### src/rtl/pipe_stage_skid.sv
// pipe_stage_skid: valid/ready pipeline register with 2-entry skid buffer, flush and saturating transfer count
module pipe_stage_skid #(
  parameter int                CNT_W           = 16,
  parameter int                DATA_W          = 16,
  parameter logic [DATA_W-1:0] BUBBLE_VAL      = '0,
  parameter bit                CLEAR_ON_BUBBLE = 1'b1
) (
  input  logic              clk,
  input  logic              rst,
  input  logic              in_valid,
  output logic              in_ready,
  input  logic [DATA_W-1:0] in_data,
  output logic              out_valid,
  input  logic              out_ready,
  output logic [DATA_W-1:0] out_data,
  input  logic              flush,
  output logic              flush_drop,
  output logic [CNT_W-1:0]  xfer_count
);
  typedef enum logic [1:0] {EMPTY, ONE, FULL} state_t;
  state_t            state_q, state_d;
  logic [DATA_W-1:0] main_q, main_d, skid_q, skid_d;
  logic [CNT_W-1:0]  cnt_q, cnt_d;
  logic              in_ready_q, flush_drop_q, flush_drop_d, in_fire, out_fire;
  assign in_ready   = in_ready_q;
  assign out_valid  = state_q != EMPTY;
  assign out_data   = main_q;
  assign flush_drop = flush_drop_q;
  assign xfer_count = cnt_q;
  always_comb begin
    in_fire      = in_valid & in_ready_q;
    out_fire     = out_valid & out_ready;
    state_d      = state_q;
    main_d       = main_q;
    skid_d       = skid_q;
    cnt_d        = (out_fire && cnt_q != '1) ? cnt_q + CNT_W'(1) : cnt_q;
    flush_drop_d = flush & (state_q == FULL | (state_q == ONE & ~out_fire));
    if (flush) begin
      state_d = EMPTY;
      if (CLEAR_ON_BUBBLE) begin
        main_d = BUBBLE_VAL;
        skid_d = BUBBLE_VAL;
      end
    end else begin
      case (state_q)
        EMPTY: if (in_fire) begin
          state_d = ONE;
          main_d  = in_data;
        end
        ONE: if (in_fire & out_fire) begin
          main_d = in_data;
        end else if (in_fire) begin
          state_d = FULL;
          skid_d  = in_data;
        end else if (out_fire) begin
          state_d = EMPTY;
          if (CLEAR_ON_BUBBLE) main_d = BUBBLE_VAL;
        end
        FULL: if (out_fire) begin
          state_d = ONE;
          main_d  = skid_q;
          if (CLEAR_ON_BUBBLE) skid_d = BUBBLE_VAL;
        end
        default: state_d = EMPTY;
      endcase
    end
  end
  always_ff @(posedge clk) begin
    if (rst) begin
      state_q      <= EMPTY;
      main_q       <= BUBBLE_VAL;
      skid_q       <= BUBBLE_VAL;
      in_ready_q   <= 1'b1;
      flush_drop_q <= 1'b0;
      cnt_q        <= '0;
    end else begin
      state_q      <= state_d;
      main_q       <= main_d;
      skid_q       <= skid_d;
      in_ready_q   <= state_d != FULL;
      flush_drop_q <= flush_drop_d;
      cnt_q        <= cnt_d;
    end
  end
endmodule

### config.mk
export PLATFORM = sky130hd
export DESIGN_NAME = pipe_stage_skid
export DESIGN_NICKNAME = d
export VERILOG_FILES = /design/src/rtl/pipe_stage_skid.sv
export SDC_FILE = /design/constraint.sdc
export NUM_CORES = 1
export LEC_CHECK = 0
export ABC_AREA = 0
export ABC_CLOCK_PERIOD_IN_PS = 1900
export BUFFER_PORTS_ARGS = -buffer_cell sky130_fd_sc_hd__buf_2
export CELL_PAD_IN_SITES_DETAIL_PLACEMENT = 1
export CELL_PAD_IN_SITES_GLOBAL_PLACEMENT = 1
export CORE_AREA = 2 2 77 98
export DETAILED_ROUTE_END_ITERATION = 10
export DIE_AREA = 0 0 79 100
export PLACE_DENSITY_LB_ADDON = 0.1
export SETUP_SLACK_MARGIN = 0.5
export SKIP_LAST_GASP = 1
export SYNTH_ARGS = -nofsm -noshare
export SYNTH_HDL_FRONTEND = slang
export SYNTH_SLANG_ARGS = --single-unit
export TNS_END_PERCENT = 30
### constraint.sdc
create_clock -name clk -period 1.9 [get_ports clk]
set_input_delay 0.19 -clock clk [delete_from_list [all_inputs] [get_ports clk]]
set_output_delay 0.19 -clock clk [all_outputs]
set_load 0.05 [all_outputs]
==> results_dict.tcl <==
set metrics [dict create \
    die_y_um 100 \
    yosysUniqueCellTypes 51 \
    synthArstFlopShare_pct 0 \
    die-width_um 79 \
    outcome "finished clean" \
    maxClockFrequency_mhz 550 \
    synth_area_sq_um 2390 \
    regToRegStartpoint "state_q[1]" \
    avgViaCountPerCell 5.42 \
    die_area_sq_um 7900 \
    period_minus_slack_ns 1.82 \
    netlist.area_leader.share_pct 43.6 \
    relSlewSlack_pct 64.8 \
    combPwrFrac_pct 16.6 \
    synth-main-ff-cell "dfxtp_1" \
    dpl_worst_slack_ns 0.0341 \
    grt_pass1_wl_um 11800 \
    cts_tree "yes" \
    htree_levels 2 \
    grtUsageTotal_pct 18.8 \
    gp_congestion 0.784 \
    path_class "reg -> reg" \
    synth_area_per_cell_sq_um 8.53 \
    busiest_layer "met2" \
    drc_errors 0 \
    cap_violations 0 \
    clkLatencyLatePin_ns 0.31 \
    crit_path_end_kind "flip-flop" \
    min_delay_path_depth 3 \
    synthesis.nets 306 \
    worst-path-max-fanout 16 \
    tightest_slew_ns 0.528 \
    synth_cells 280 \
    synth_top_area_cell "dfxtp_1" \
    required_ns 2.09 \
    mostFrequentLayoutCell "buf_2" \
    hold_viol 0 \
    clock-sinks 52 \
    totalWireLength_um 7420 \
    use_met2_pct 34.4 \
    final_util_pct 46.8 \
    cts_buffer_depth 2 \
    dr.pass1.iters 4 \
    postLayoutSetupSlackWorst_ns 0.0813 \
    cts_inserted_buffers 5 \
    worst-r2r-setup-slack_ns 0.08 \
    ys.warnings.count 0 \
    rsz0062_at_grt "yes" \
    area_delta_synth_final_pct 39.1 \
    r2r-end "out_data[14]" \
    swShare_pct 29.8 \
    switchingPower_w 0.000629 \
    grt_max_degree 20 \
    grt_pass1_vias 2382 \
    clockRootBuffer "clkbuf_8" \
    synth.area.top_cells "dfxtp_1, nand3_1, a21oi_1" \
    ir_drop_uv 395 \
    path_clk_slew_ns 0.10 \
    ios 56 \
    clkPwrFrac_pct 30.5 \
    min_path_type "in -> reg" \
    arrival_ns 2.01 \
    finalSetupViolCount 0 \
    port_buffers 55 \
    nFillCells 877 \
    maxSlewViolCount 0 \
    use_met1_pct 22.8 \
    period_share_pct 95.7 \
    final_cell_mix "buf_2, nand3_1, dfxtp_1" \
    grt_util_met3_pct 2.79 \
    cts_hold_buf 0 \
    setup_tns_ns 0 \
    dp_hpwl_um 5130 \
    vias 2419 \
    multi_input_area_sq_um 1460 \
    std_cell_rows 35 \
    hold_end "skid_q[1]" \
    initial_core_util_pct 33.7 \
    synth_edf_count 0 \
    grt.overflow.total 0 \
    internal_power_w 0.00148 \
    ys_seq_area_share_pct 43.6 \
    drt_iter0_drc 52 \
    p_seq_share_pct 52.9 \
    finClkSkew_ns 0.00736 \
    reg2reg_depth 7 \
    antenna_cells 0 \
    seq_area_sq_um 1090 \
    p_per_area_nw_per_um2 636 \
    final_nets 379 \
    antenna_found_initial 0 \
    drive_gt1_share_pct 46.3 \
    hp-start "in_data[1]" \
    core_sq_um 7090 \
    cp-start-kind "flip-flop" \
    yosys_register_bits 52 \
    final_antenna_net_count 0 \
    wl_per_cell_um 16.6 \
    leakage_nw 1.30 \
]
==> cells in the mapped netlist, types with 2 or more instances <==
master and number:
or2_2 2, a221oi_1 16, buf_2 7, and2_1 2, or3_1 3, nand2_1 9
clkbuf_1 9, nor4_1 3, a21oi_1 29, nand4_1 2, nor3_1 23, ha_1 5
o41ai_1 2, nor2b_1 2, inv_1 7, o31ai_1 6, dfxtp_1 52, nand3_1 40
or4_1 7, mux2_2 2, nor2_1 22
==> sequential cells by signal (all words and copies together), names as in the netlist <==
signal	count
in_ready	1
xfer_count	16
skid_q	16
flush_drop	1
state_q	2
out_data	16
==> worst max-delay path, stage by stage, from the launching register on <==
cell and delay, ns:
dfxtp_4 0.39, inv_4 0.06, ha_4 0.18, or2_4 0.26
a221o_1 0.34, buf_12 0.17, a221oi_1 0.22, nor3_1 0.08
==> routing by layer <==
layer / vias to the layer above / routed length, um
met5: - / 0
met4: 0 / 74
met3: 5 / 262
met2: 46 / 4000
met1: 1170 / 3080
li1: 1198 / -
==> power by group through the flow <==
| stage | Sequential [W] | Clock [W] | Combinational [W] |
|---|---|---|---|
| after floorplan | 0.00121 | 0 | 0.000156 |
| after global placement | 0.00114 | 0 | 0.000330 |
| after detailed placement | 0.00114 | 0 | 0.000335 |
| after CTS | 0.00112 | 0.000678 | 0.000342 |
| after global routing | 0.00112 | 0.000714 | 0.000378 |
| final | 0.00112 | 0.000644 | 0.000350 |
==> metrics by stage <==
step / total power, W / std cells / hold WS, ns / cell area (sq um)
3_5_place_dp: 0.00148 / 429 / 0.466 / 3040
5_1_grt: 0.00221 / 446 / 0.137 / 3320
3_3_place_gp: 0.00147 / 429 / 0.457 / 3040
2_1_floorplan: 0.00137 / 280 / 0.338 / 2590
4_1_cts: 0.00214 / 440 / 0.129 / 3190
6_report: 0.00211 / 446 / 0.147 / 3320
==> worst max path at each step <==
stage,startpoint,cells after the start,to
2_1_floorplan,state_q[0],7,xfer_count[7]
3_3_place_gp,state_q[0],7,in_ready
3_5_place_dp,state_q[1],7,in_ready
4_1_cts,state_q[1],7,out_data[13]
5_1_grt,state_q[0],7,xfer_count[15]
6_report,state_q[1],7,out_data[14]
==> timing repair <==
item	4_1_cts	5_1_grt
gates resized for setup	6	20
setup endpoints to repair	52	52
cloned	1	0
pin swaps	3	11
buffers inserted	2	6
==> cells by family after synthesis <==
kind of cell | share of synthesized area, %
AOI/OAI and AO/OA | 18.9
DFF | 43.6
buffers and inverters | 5.66
and+or+nand+nor | 27.5
muxes | 1.36
adders and majority gates | 3.04
==> cell type report <==
| type | count | share of cell area (%) |
|---|---|---|
| multi-input cells | 200 | 44.1 |
| flip-flops and latches | 52 | 32.8 |
| well taps | 92 | 3.47 |
| clock inverters | 3 | 0.565 |
| repair buffers | 86 | 15.9 |
| clock buffers | 5 | 2.07 |
| inverters | 8 | 1.13 |
(Power assumes the default switching activity.)
